`src/rtl/mouse_paddle_pkg.sv`:
```
// Shared types and constants for the mouse-to-paddle adapter.
package mouse_paddle_pkg;

  typedef enum logic {
    MODE_JOY   = 1'b0,
    MODE_MOUSE = 1'b1
  } mode_e;

  // hps_io ps2_mouse bus layout
  localparam int STB   = 24;
  localparam int DY_HI = 23;
  localparam int DX_HI = 15;
  localparam int YS    = 5;
  localparam int XS    = 4;

  // Signed 8-bit axis range seen by the core
  localparam int AXIS_MAX = 127;
  localparam int AXIS_MIN = -128;

  // Number of registered pipeline stages between strobe sample and accumulate
  localparam int STAGES = 2;

endpackage

```
`src/rtl/sat_axis_accum.sv`:
```
// One axis of the mouse pipeline: per-packet clamp (P2) followed by a
// saturating accumulate into a 9-bit signed position (P3).
module sat_axis_accum
  import mouse_paddle_pkg::*;
#(
  parameter int CLAMP = 10
) (
  input  logic              clk_i,
  input  logic              rst_i,
  input  logic              flush_i,
  input  logic              p1_vld_i,
  input  logic              p2_vld_i,
  input  logic signed [8:0] delta_i,
  output logic signed [8:0] acc_o
);

  localparam logic signed [8:0] CLAMP_P = 9'(CLAMP);
  localparam logic signed [8:0] CLAMP_N = -CLAMP_P;
  localparam logic signed [9:0] SUM_MAX = 10'(AXIS_MAX);
  localparam logic signed [9:0] SUM_MIN = 10'(AXIS_MIN);

  logic signed [8:0] clamp_d;
  logic signed [7:0] clamp_q;
  logic signed [8:0] acc_q;
  logic signed [8:0] acc_d;
  logic signed [9:0] sum;

  // Limit the scaled delta to +/-CLAMP; CLAMP <= 127 so 8 bits hold it
  always_comb begin
    clamp_d = delta_i;
    if (delta_i > CLAMP_P)      clamp_d = CLAMP_P;
    else if (delta_i < CLAMP_N) clamp_d = CLAMP_N;
  end

  // P2 register: holds the clamped delta for the accumulate stage
  always_ff @(posedge clk_i or posedge rst_i) begin
    if (rst_i)         clamp_q <= '0;
    else if (p1_vld_i) clamp_q <= clamp_d[7:0];
  end

  // Ten bits are enough to hold acc + delta without wrap before saturating
  always_comb begin
    sum   = 10'(acc_q) + 10'(clamp_q);
    acc_d = sum[8:0];
    if (sum > SUM_MAX)      acc_d = 9'(SUM_MAX);
    else if (sum < SUM_MIN) acc_d = 9'(SUM_MIN);
  end

  // P3: flush wins over an accumulate landing in the same cycle
  always_ff @(posedge clk_i or posedge rst_i) begin
    if (rst_i)         acc_q <= '0;
    else if (flush_i)  acc_q <= '0;
    else if (p2_vld_i) acc_q <= acc_d;
  end

  assign acc_o = acc_q;

endmodule

```
`src/rtl/mouse_paddle_adapter.sv`:
```
// Turns hps_io PS/2 mouse packets into absolute signed X/Y paddle axes and
// two fire buttons for joystick port 1. Any analog stick activity or a CPU
// halt hands the port straight back to the physical joystick.
module mouse_paddle_adapter
  import mouse_paddle_pkg::*;
#(
  parameter int SHIFT       = 1,
  parameter int CLAMP       = 10,
  parameter int IDLE_CYCLES = 0
) (
  input  logic        CLK,
  input  logic        RESET,
  input  logic [24:0] PS2_MOUSE,
  input  logic [15:0] JOYA,
  input  logic [1:0]  JOY_BTN,
  input  logic        CPU_HALT,
  output logic [7:0]  AX,
  output logic [7:0]  AY,
  output logic [1:0]  BTN,
  output logic        MOUSE_ACTIVE
);

  localparam int IDLE_W = $clog2(IDLE_CYCLES + 1) + 1;

  logic              stb_q;
  logic              armed_q;
  logic              pkt_det;
  logic              flush;
  logic [STAGES:1]   vld_q;
  logic signed [8:0] dx9, dy9;
  logic signed [8:0] dx_q, dy_q;
  logic [1:0]        btn1_q, btn2_q, btn_acc_q;
  logic signed [8:0] acc_x, acc_y;
  mode_e             mode_q;
  logic [IDLE_W-1:0] idle_q;
  logic              unused_bits;

  assign unused_bits = ^{PS2_MOUSE[7:6], PS2_MOUSE[3:2]};

  assign flush   = (JOYA != 16'd0) || CPU_HALT;
  assign pkt_det = armed_q && (PS2_MOUSE[STB] != stb_q);
  assign dx9     = {PS2_MOUSE[XS], PS2_MOUSE[DX_HI -: 8]};
  assign dy9     = {PS2_MOUSE[YS], PS2_MOUSE[DY_HI -: 8]};

  // Strobe copy; the first post-reset cycle only loads it so a strobe level
  // held across reset is not mistaken for a new packet
  always_ff @(posedge CLK or posedge RESET) begin
    if (RESET) begin
      stb_q   <= 1'b0;
      armed_q <= 1'b0;
    end else begin
      stb_q   <= PS2_MOUSE[STB];
      armed_q <= 1'b1;
    end
  end

  // Valid shift register; flush drops every packet still in flight
  always_ff @(posedge CLK or posedge RESET) begin
    if (RESET)      vld_q <= '0;
    else if (flush) vld_q <= '0;
    else            vld_q <= {vld_q[STAGES-1:1], pkt_det};
  end

  // P1 capture: sign-extended deltas, arithmetic shift rounds toward -inf
  always_ff @(posedge CLK or posedge RESET) begin
    if (RESET) begin
      dx_q   <= '0;
      dy_q   <= '0;
      btn1_q <= '0;
      btn2_q <= '0;
    end else begin
      if (pkt_det) begin
        dx_q   <= dx9 >>> SHIFT;
        dy_q   <= dy9 >>> SHIFT;
        btn1_q <= PS2_MOUSE[1:0];
      end
      if (vld_q[1]) btn2_q <= btn1_q;
    end
  end

  sat_axis_accum #(.CLAMP(CLAMP)) u_acc_x (
    .clk_i    (CLK),
    .rst_i    (RESET),
    .flush_i  (flush),
    .p1_vld_i (vld_q[1]),
    .p2_vld_i (vld_q[2]),
    .delta_i  (dx_q),
    .acc_o    (acc_x)
  );

  sat_axis_accum #(.CLAMP(CLAMP)) u_acc_y (
    .clk_i    (CLK),
    .rst_i    (RESET),
    .flush_i  (flush),
    .p1_vld_i (vld_q[1]),
    .p2_vld_i (vld_q[2]),
    .delta_i  (dy_q),
    .acc_o    (acc_y)
  );

  // Mode FSM with idle timeout; accumulators survive a timeout so motion
  // resumes from the last position
  always_ff @(posedge CLK or posedge RESET) begin
    if (RESET) begin
      mode_q    <= MODE_JOY;
      idle_q    <= '0;
      btn_acc_q <= '0;
    end else if (flush) begin
      mode_q <= MODE_JOY;
      idle_q <= '0;
    end else if (vld_q[2]) begin
      mode_q    <= MODE_MOUSE;
      idle_q    <= '0;
      btn_acc_q <= btn2_q;
    end else if (IDLE_CYCLES > 0 && mode_q == MODE_MOUSE) begin
      if (idle_q == IDLE_W'(IDLE_CYCLES)) begin
        mode_q <= MODE_JOY;
        idle_q <= '0;
      end else begin
        idle_q <= idle_q + 1'b1;
      end
    end
  end

  // Registered output mux between accumulated mouse position and joystick
  always_ff @(posedge CLK or posedge RESET) begin
    if (RESET) begin
      AX           <= '0;
      AY           <= '0;
      BTN          <= '0;
      MOUSE_ACTIVE <= 1'b0;
    end else begin
      MOUSE_ACTIVE <= (mode_q == MODE_MOUSE);
      if (mode_q == MODE_MOUSE) begin
        AX  <= acc_x[7:0];
        AY  <= acc_y[7:0];
        BTN <= btn_acc_q;
      end else begin
        AX  <= JOYA[7:0];
        AY  <= JOYA[15:8];
        BTN <= JOY_BTN;
      end
    end
  end

endmodule

```
`config.mk`:
```
export PLATFORM = sky130hd
export DESIGN_NAME = mouse_paddle_adapter
export DESIGN_NICKNAME = d
export VERILOG_FILES = /design/src/rtl/mouse_paddle_pkg.sv /design/src/rtl/sat_axis_accum.sv /design/src/rtl/mouse_paddle_adapter.sv
export SDC_FILE = /design/constraint.sdc
export NUM_CORES = 1
export LEC_CHECK = 0
export CAP_MARGIN = 20
export CORE_ASPECT_RATIO = 1.5
export CORE_MARGIN = 5
export CORE_UTILIZATION = 54
export DETAILED_ROUTE_END_ITERATION = 10
export PLACE_DENSITY_LB_ADDON = 0.1
export SLEW_MARGIN = 20
export SYNTH_ARGS = -nofsm -noshare
export SYNTH_HDL_FRONTEND = slang
export SYNTH_SLANG_ARGS = --single-unit
```
`constraint.sdc`:
```
create_clock -name CLK -period 2.8 [get_ports CLK]
set_input_delay 0.56 -clock CLK [delete_from_list [all_inputs] [get_ports CLK]]
set_output_delay 0.56 -clock CLK [all_outputs]
set_load 0.005 [all_outputs]
```
==> reports/metrics.sh <==
PLACE_WS_PS=55.5
FINAL_HOLD_VIOL_COUNT=0
CRITPATHKIND='flip-flop to flip-flop'
PIN_COUNT=65
NFILLCELLS=595
AREA_OF_PLACED_INSTANCES_MM2=0.00481
CLOCK_INSERTION_DELAY_WORST_SKEW_PS=340
CRITICAL_PATH_ARRIVAL_PS=2920
NUMCTSBUFFERS=9
LAYOUT.CELLS.NON_FILLER=523
CLOCK-SINKS=80
CLOCKBUFFERDEPTH=2
DR.FIRST_ITER.DRC_COUNT=105
HOLD_PATH_CLASS='flip-flop to flip-flop'
LAYOUT_COMMONEST_CELL='dfrtp_1'
POWER.NET_SWITCHING_mW=0.583
CRITICAL_PATH_PEAK_FANOUT=7
GP_ROUTABILITY_CONGESTION=0.770
CTS-RESIZED-GATES=0
RUN_STATUS='finished clean'
DESIGN.DIE.AREA_MM2=0.00944
DETAILEDROUTE.FIRSTPASSITERATIONCOUNT=4
CTS_HTREE_LEVELS=3
CRITICAL_PATH.CELL_CHAIN='ha_1, fa_1, a21oi_2, o221ai_1, a21oi_1, xor2_1, a21oi_1, o211a_4, a311o_1'
TIMING.HOLD.WS_PS=480
CRITPATHMOSTFREQUENTCELL='a21oi_1'
SYNTH.YOSYS.WARNINGS=0
GLOBALROUTE.TOTALOVERFLOW=0
DRIVE_GT1_SHARE_PCT=16.2
FLOORPLAN.INITIALDENSITY_PCT=54.4
INSERTEDDIODECOUNT=0
SYNTH_SEQ_CELLS=80
MAX_SLEW_MARGIN_PCT=50.7
PLACEMENT_ROWS=39
WORST-PATH-BUF-INV=0
SYN-NUM-NETS=418
RSZ0062_AT_GRT='false'
DIE_HEIGHT_UM=117
PERIOD_MINUS_SLACK_PS=2710
FINAL-MAX-SLEW-VIOLATION-COUNT=0
DIE_WIDTH_UM=81.0
FINAL_CELL_MIX='dfrtp_1 (80), clkdlybuf4s50_1 (58), nor2_1 (36), mux2_2 (30), ha_1 (20)'
YOSYSSEQAREASHARE_PCT=49.0
PWR_CELL_AREA_mW_PER_MM2=536
DETAIL_ROUTE.WIRELENGTH_MM=7.76
GRT_START_MAX_NET_PINS=81
POWER.CLOCK.FRACTION_PCT=44.7
WORSTSETUPSTARTPOINTTYPE='flip-flop'
SYNTH_TOP_FLOP_CELL='dfrtp_1'
SYN_TO_FINAL_GROWTH_PCT=26.1
SEQPWRFRAC_PCT=46.3
SYN_INST=350
WORST_EP_REQUIRED_TIME_PS=3010
NUMPLACEDINSTANCES=507
COMB_POWER_SHARE_PCT=9.0
ANT_NETS=0
SYNTHARSTFLOPSHARE_PCT=100
CRITICAL-PATH-SLOWEST-CELL='fa_1'
SYN-CELL-AREA_MM2=0.00409
STATIC-LEAKAGE-POWER_nW=2.26
MAXCAPVIOLATIONS=0
GRT_FIRST_PASS_WIRELENGTH_MM=12.8
CLOCK_TREE_FROM_TRITONCTS='done'
DETAIL_ROUTE.DRC_VIOLATIONS=0
DR_TOTAL_VIAS=2891
ANTENNA_FOUND_INITIAL=0
GRT_PASS1_VIAS=2800
CLOCK_TREE.ROOT_CELL='clkbuf_16'
FINAL_UTIL_PCT=68.5
FINALSETUPTNS_PS=0
FINALINSTANCEAREA_MM2=0.00515
NATURE_OF_THE_CRITICAL_PATH_ENDPOINT='flip-flop'
CLOCK-SKEW-FINAL_PS=4.12
INTERNAL_POWER_mW=2.18
SYNTH.DISTINCT_CELLS=59
POSTLAYOUTSETUPSLACKWORST_PS=94.8
ROUTE.DETAILED.VIAS_PER_INST=5.53
PORT_BUFFERS=58
CLOCK_PIN_SLEW_WORST_SETUP_AND_HOLD_PATHS_PS=50
POWER.IR.VDD_WORST_mV=0.428
TIGHTEST_SLEW_PS=739
AVGROUTEDWIREPERCELL_UM=14.8
SYNTH_AREA_PER_CELL_UM2=11.7
CELL_FAMILY_WITH_THE_LARGEST_SHARE_OF_CRITICAL_PATH_DELAY='compound AO/OA/AOI/OAI gates'
LAYOUT.NETS=484
FP.COREAREA_MM2=0.00751
DETAILED_PLACE_HPWL_MM=5.85
SWITCHING_SHARE_PCT=21.1
MAXCLOCKFREQUENCY_GHz=0.370
SYNTH_EDF_COUNT=0
GRT_UTIL_ALL_LAYERS_PCT=17.7
DESIGN_POWER_TOTAL_mW=2.76
HOLDBUFCOUNTCTS=0
POST-ROUTE-PERIOD-UTIL_PCT=96.6
MAX_STAGE_DELAY_ON_CRIT_PATH_PS=430
NUMBER_OF_BUFFERS_INSERTED_BY_POST_CTS_SETUP_REPAIR=0
FINALSETUPVIOLCOUNT=0
## metal layers
metal / share of wire [%] / global-route usage [%] / vias to the layer above
li1: - / - / 1444
met1: 43 / 21.1 / 1373
met2: 50 / 29.9 / 60
met3: 4.8 / 3.55 / 14
met4: 2.5 / 9.47 / 0
met5: 0 / 0 / -
## cells by family after synthesis
family / Yosys count / synth area share [%]
AO/OA/AOI/OAI: 94 / 18.0
AND/OR/NAND/NOR: 81 / 10.4
buffers and inverters: 21 / 2.11
adder cells (fa/ha/maj): 22 / 7.11
other: 1 / 0.0918
multiplexers: 39 / 10.7
flip-flops: 80 / 49.0
XOR/XNOR: 12 / 2.57
## worst paths after layout
path | startpoint | end | slack (ps) | cells past startpoint
max in group asynchronous | RESET | AX[2] | 1850 | 3
worst max-delay path | u_acc_y.acc_o[0] | u_acc_y.acc_o[0] | 90 | 9
min in group asynchronous | RESET | dy_q[3] | 620 | 3
worst max register to register | u_acc_y.acc_o[0] | u_acc_y.acc_o[0] | 90 | 9
worst min-delay path | btn_acc_q[1] | btn_acc_q[1] | 480 | 2
worst min register to register | btn_acc_q[1] | btn_acc_q[1] | 480 | 2
## sequential cells by signal (all words and copies together), names as in the netlist
register	flops
u_acc_y.clamp_q	8
mode_q	1
u_acc_x.clamp_q	8
stb_q	1
armed_q	1
AY	8
vld_q	2
BTN	2
btn_acc_q	2
AX	8
btn1_q	2
u_acc_y.acc_o	9
dx_q	8
u_acc_x.acc_o	9
MOUSE_ACTIVE	1
dy_q	8
btn2_q	2
## Yosys cell counts, drive strengths merged, types with 3 or more instances
| cell type | instances | area share (%) |
|---|---|---|
| a21o | 6 | 1.1 |
| nor2 | 37 | 3.6 |
| xor2 | 6 | 1.3 |
| a311o | 3 | 0.74 |
| dfrtp | 80 | 49 |
| a31oi | 6 | 1.1 |
| a21oi | 16 | 2.0 |
| mux2 | 38 | 10 |
| nand2b | 3 | 0.46 |
| a2111oi | 3 | 0.64 |
| a211oi | 3 | 0.67 |
| nand3 | 5 | 0.61 |
| inv | 11 | 1.0 |
| o22ai | 8 | 1.2 |
| ha | 20 | 6.1 |
| or2 | 3 | 0.52 |
| a22oi | 3 | 0.55 |
| a221o | 5 | 1.2 |
| a211o | 3 | 0.64 |
| nor2b | 6 | 0.92 |
| clkbuf | 8 | 0.74 |
| o21ai | 7 | 0.95 |
| o2bb2ai | 10 | 2.1 |
| nand2 | 13 | 1.2 |
| nand4 | 4 | 0.98 |
| xnor2 | 6 | 1.3 |
| o21a | 6 | 1.1 |
| nor4 | 3 | 0.83 |
## worst reg2reg max path: stages, from the launching register on
cell and delay (ps):
dfrtp_1 390, ha_1 240, fa_1 430, a21oi_2 200, o221ai_1 150, a21oi_1 200
xor2_1 280, a21oi_1 140, o211a_4 280, a311o_1 280
## power by group through the flow
stage | combinational, mW | sequential (mW) | clock [mW]
after floorplan | 0.134 | 1.28 | 0
after global placement | 0.245 | 1.29 | 0
after detailed placement | 0.253 | 1.29 | 0
after CTS | 0.255 | 1.27 | 1.26
after global routing | 0.276 | 1.29 | 1.30
final | 0.249 | 1.28 | 1.23
## cell type report
class	count	area, um2	share of cell area (%)
clock buffer	11	243	4.71
timing repair buffer	65	646	12.5
sequential	80	2000	38.9
inverter	11	41.3	0.802
tap	102	128	2.48
clock inverter	5	80.1	1.55
multi-input combinational	249	2010	39.0
No activity file was read; power rests on OpenSTA's default activity.
